[src/rtl/mem_access_ctrl.sv]
// mem_access_ctrl: load/store sequencer with sub-word extension and read-modify-write for byte/halfword stores
module mem_access_ctrl #(
    parameter int ALIGN_CHECK = 1
) (
    input  logic        clk,
    input  logic        rst_n,
    input  logic        req,
    input  logic        we,
    input  logic [1:0]  size,
    input  logic        sign_ext,
    input  logic [31:0] addr,
    input  logic [31:0] wdata,
    output logic        busy,
    output logic        done,
    output logic        err,
    output logic [31:0] rdata,
    output logic [31:0] mem_adr,
    output logic [31:0] mem_din,
    output logic        mem_rd,
    output logic        mem_wr,
    input  logic [31:0] mem_dout
);
    typedef enum logic [1:0] {IDLE, RD, WR, DONE} state_t;
    state_t      state;
    logic        we_q;
    logic        sign_q;
    logic [1:0]  size_q;
    logic [31:0] addr_q;
    logic [15:0] wdata_q;
    logic        bad;
    logic [31:0] addr_al;
    logic [4:0]  boff;
    logic [4:0]  hoff;
    logic [31:0] byte_sh;
    logic [31:0] half_sh;
    logic [31:0] load_val;
    logic [31:0] merged;

    assign mem_adr = {addr_q[31:2], 2'b00};

    // request classification, alignment forcing, load lane extension and store lane merge
    always_comb begin
        bad      = size == 2'b11 || (ALIGN_CHECK != 0 &&
                   ((size == 2'b01 && addr[0]) || (size == 2'b10 && addr[1:0] != 2'b00)));
        addr_al  = (ALIGN_CHECK != 0) ? addr
                 : {addr[31:2], size[1] ? 2'b00 : {addr[1], addr[0] & ~size[0]}};
        boff     = {addr_q[1:0], 3'b000};
        hoff     = {addr_q[1], 4'b0000};
        byte_sh  = mem_dout >> boff;
        half_sh  = mem_dout >> hoff;
        load_val = size_q == 2'b00 ? {{24{sign_q & byte_sh[7]}}, byte_sh[7:0]}
                 : size_q == 2'b01 ? {{16{sign_q & half_sh[15]}}, half_sh[15:0]}
                 : mem_dout;
        merged   = size_q == 2'b00
                 ? (mem_dout & ~(32'h0000_00FF << boff)) | ({24'd0, wdata_q[7:0]} << boff)
                 : (mem_dout & ~(32'h0000_FFFF << hoff)) | ({16'd0, wdata_q} << hoff);
    end

    // access sequencer; every output is registered alongside the state it belongs to
    always_ff @(posedge clk or negedge rst_n) begin
        if (!rst_n) begin
            state   <= IDLE;
            we_q    <= 1'b0;
            sign_q  <= 1'b0;
            size_q  <= 2'b00;
            addr_q  <= 32'd0;
            wdata_q <= 16'd0;
            busy    <= 1'b0;
            done    <= 1'b0;
            err     <= 1'b0;
            rdata   <= 32'd0;
            mem_din <= 32'd0;
            mem_rd  <= 1'b0;
            mem_wr  <= 1'b0;
        end else begin
            case (state)
                IDLE: if (req) begin
                    we_q    <= we;
                    sign_q  <= sign_ext;
                    size_q  <= size;
                    addr_q  <= addr_al;
                    wdata_q <= wdata[15:0];
                    busy    <= 1'b1;
                    if (bad) begin
                        state <= DONE;
                        done  <= 1'b1;
                        err   <= 1'b1;
                    end else if (we && size == 2'b10) begin
                        state   <= WR;
                        mem_wr  <= 1'b1;
                        mem_din <= wdata;
                    end else begin
                        state  <= RD;
                        mem_rd <= 1'b1;
                    end
                end
                RD: begin
                    mem_rd <= 1'b0;
                    if (we_q) begin
                        state   <= WR;
                        mem_wr  <= 1'b1;
                        mem_din <= merged;
                    end else begin
                        state <= DONE;
                        done  <= 1'b1;
                        rdata <= load_val;
                    end
                end
                WR: begin
                    state   <= DONE;
                    mem_wr  <= 1'b0;
                    mem_din <= 32'd0;
                    done    <= 1'b1;
                end
                DONE: begin
                    state <= IDLE;
                    done  <= 1'b0;
                    err   <= 1'b0;
                    busy  <= 1'b0;
                end
            endcase
        end
    end
endmodule

[config.mk]
export PLATFORM = sky130hd
export DESIGN_NAME = mem_access_ctrl
export DESIGN_NICKNAME = d
export VERILOG_FILES = /design/src/rtl/mem_access_ctrl.sv
export SDC_FILE = /design/constraint.sdc
export NUM_CORES = 1
export LEC_CHECK = 0
export ABC_AREA = 0
export ABC_CLOCK_PERIOD_IN_PS = 2280
export BUFFER_PORTS_ARGS = -buffer_cell sky130_fd_sc_hd__buf_2
export CORE_ASPECT_RATIO = 1.2
export CORE_UTILIZATION = 47
export CTS_CLUSTER_SIZE = 28
export DETAILED_ROUTE_END_ITERATION = 7
export GPL_TIMING_DRIVEN = 1
export PLACE_DENSITY_LB_ADDON = 0.2
export SLEW_MARGIN = 30
export SYNTH_ARGS = -nofsm -noshare
export SYNTH_HDL_FRONTEND = slang
export SYNTH_SLANG_ARGS = --single-unit
export TNS_END_PERCENT = 30
[constraint.sdc]
create_clock -name clk -period 2.28 [get_ports clk]
set_clock_uncertainty 0.15 [all_clocks]
set_input_delay 0 -clock clk [delete_from_list [all_inputs] [get_ports clk]]
set_output_delay 0 -clock clk [all_outputs]
set_load 0.05 [all_outputs]
==> flow_summary.toml <==
[synth]
synth.top_cell.area_share_pct = 46.4
combinational_family_with_the_most_area_after_synthesis = "multiplexers"
netlist_area_sq_um = 6630
xor_and_xnor_fraction_of_the_mapped_netlist_area_pct = 0
post_synth_and_or_nand_nor_area_fraction_pct = 13.0
ys_seq_elements = 123
yosys_most_used_dff = "sky130_fd_sc_hd__dfrtp_1"
post_synth_most_frequent_cells = "sky130_fd_sc_hd__dfrtp_1 (123), sky130_fd_sc_hd__nand2_1 (63), sky130_fd_sc_hd__mux2_2 (49)"
synth_enable_flop_cells = 0
synthArstFlopShare_pct = 100
synth_compound_area_share_pct = 13.2
synth_fa_ha_area_share_pct = 0.944
yosysUniqueCellTypes = 50
synth.yosys.warnings = 0
synth.largest_area_cell = "sky130_fd_sc_hd__dfrtp_1"
post_synthesis_cells = 608
yosys.cell_count.top_type = "sky130_fd_sc_hd__dfrtp_1"
share_of_synthesized_area_spent_on_multiplexers_pct = 18.4
synth.yosys.seq_area_share_pct = 46.4
syn_avg_cell_area_sq_um = 10.9
post_synth_main_area_contributors = "sky130_fd_sc_hd__dfrtp_1 (46%), sky130_fd_sc_hd__mux2_2 (8.3%), sky130_fd_sc_hd__buf_4 (3.6%)"

[timing]
fin_tns_setup_ps = 0
hold_violations = 11
timing.final.crit_share_pct = 95.2
achievable-frequency_mhz = 461
rsz0062_at_grt = "false"
slew_headroom_pct = 60.4
final-setup-viol-count = 0
number_of_max_slew_violations_in_the_final_report = 0
worst_slew_pin_slew_ps = 594
hold_slack_ps = -22.1
layout_min_cycle_time_ps = 2170

[min_path]
min_path_type = "input pin to async pin"

[outcome]
violations_in_the_final_reports = "hold timing"
outcome = "finished with violations"

[floorplanning]
die-area_sq_um = 14600
core_area_sq_um = 13800
rows = 47
boundaryPins = 204
die_height_um = 132
initial_core_util_pct = 48.2
fp.dieW_um = 110

[finish]
layout-drive-gt1-share_pct = 37.7
layout.nets = 993
area_growth_syn_to_fin_pct = 41.0
insertedDiodeCount = 0
filler_cell_count = 1073
layoutNonFillerInstCount = 1068
post-route-cell-area_sq_um = 9340

[worst_setup_path]
critPathMaxFanout = 17
worstSetupPathType = "flop to flop"
crit_path_start_kind = "flop"
critical_path_required_ps = 2430
data_arrival_at_the_endpoint_of_the_critical_path_ps = 2320
worst_setup_path_end_kind = "flop"

[routing]
route.vias.total = 5887
drt_pre_antenna_iters = 4
ant_nets = 0
drt-vias-per-instance = 5.51
route.detailed.drc = 0
drt_iter0_markers = 389
drt-total-wl_mm = 20.3
route.detailed.wl_per_inst_um = 19.0

[power_and_ir_drop]
ir_worst_vdd_v = 0.00101
power.density_cell_area_nw_per_um2 = 1750
lkg_pwr_nw = 4.51

[clocking]
clock_latency_ps = 420
tritoncts_clock_tree = "yes"
postCtsSetupRepairBufs = 0
cts_sink_cnt = 123
cts_htree_levels = 4
clk_root_buffer_cell = "sky130_fd_sc_hd__clkbuf_16"
clk_pin_slew_ps = 60
cts_made_buffers = 17
clockBufferDepth = 2

[global_routing]
maximum_number_of_pins_on_one_net_before_global_route_repair = 54
grtUsageTotal_pct = 28.6
globalRouteOverflowTotal = 0
grt_pass1_wl_mm = 32.5
antenna_found_initial = 0
vias_in_the_first_global_route = 6169

[place]
routabilityCongestion = 0.867
dp_hpwl_mm = 14.2
post_dp_cell_area_sq_um = 7690
placed_cells = 934
port_buffers = 201

[job]
max-cap-violations = 0
==> placed cells by master (no fill, tap or decap), types with 17 or more instances in the layout <==
master / count
sky130_fd_sc_hd__nand2_1: 63
sky130_fd_sc_hd__a311o_1: 17
sky130_fd_sc_hd__a21oi_1: 30
sky130_fd_sc_hd__dfrtp_1: 123
sky130_fd_sc_hd__inv_1: 24
sky130_fd_sc_hd__nor2b_1: 19
sky130_fd_sc_hd__nand3_1: 35
sky130_fd_sc_hd__dlygate4sd3_1: 102
sky130_fd_sc_hd__o32ai_1: 18
sky130_fd_sc_hd__buf_2: 200
sky130_fd_sc_hd__mux2_2: 49
sky130_fd_sc_hd__clkbuf_16: 18
sky130_fd_sc_hd__buf_4: 24
==> sequential cells by signal, indices dropped and copies added (netlist names), 2 cells and up <==
register,cells
wdata_q,16
size_q,2
state,2
addr_q,32
rdata,32
mem_din,32
==> critical path, stage by stage (launching register included) <==
cell	delay (ps)
sky130_fd_sc_hd__dfrtp_1	420
sky130_fd_sc_hd__inv_1	150
sky130_fd_sc_hd__ha_4	240
sky130_fd_sc_hd__and2_2	300
sky130_fd_sc_hd__buf_4	200
sky130_fd_sc_hd__a311o_1	320
sky130_fd_sc_hd__mux2_4	260
==> through the flow <==
step	util, %	total power [mW]	setup WS [ps]	hold slack, ps
2_1_floorplan	-	11.4	74.6	-446
3_3_place_gp	55.9	13.1	79.8	-118
3_5_place_dp	55.9	13.3	-7.73	-113
4_1_cts	67.6	16.2	63.9	0.218
5_1_grt	67.9	17.2	7.58	24.3
6_report	67.9	16.3	110	-22.1
==> layout make-up <==
type | instances | area, sq um | share of cell area, %
clock buffers | 22 | 464 | 4.97
clock inverters | 9 | 120 | 1.29
inverters | 24 | 90.1 | 0.964
multi-input cells | 387 | 3040 | 32.6
flip-flops and latches | 123 | 3080 | 32.9
well taps | 171 | 214 | 2.29
repair buffers | 332 | 2330 | 25.0
==> where the power goes <==
part           total [mW]  switching [mW]  internal [mW]
logic                9.71            6.15           3.56
registers            3.93           0.667           3.27
clock network        2.70           0.940           1.76
==> worst paths after layout <==
check / slack, ps / to / startpoint / depth (start not counted)
max: 110 / mem_din[17] / state[1] / 6
min: -20 / mem_din[22] / rst_n / 2
max reg2reg: 110 / mem_din[17] / state[1] / 6
min reg2reg: 330 / wdata_q[9] / wdata_q[9] / 2
max in group asynchronous: 1300 / busy / rst_n / 3
min in group clk: 200 / addr_q[18] / addr[18] / 3
==> cell families after synthesis <==
| group | count (synthesis) |
|---|---|
| buf+inv | 99 |
| mux | 98 |
| compound gates | 118 |
| flops | 123 |
| simple gates | 164 |
| fa+ha+maj | 5 |
| other cells | 1 |
==> what timing repair did <==
item                       CTS  global route
hold buffers               102             0
cloned                       0             1
hold endpoints to repair   245             0
setup endpoints to repair   10            20
gates resized for setup      1             3
pin swaps                    0             0
==> routing by layer <==
metal	global-route usage (%)	wire length (um)	vias up
li1	-	-	2720
met1	34.9	8230	2892
met2	48.3	10300	230
met3	5.43	1080	45
met4	14.3	691	0
met5	0	0	-
Note: power is estimated with default switching activity, not from simulation.
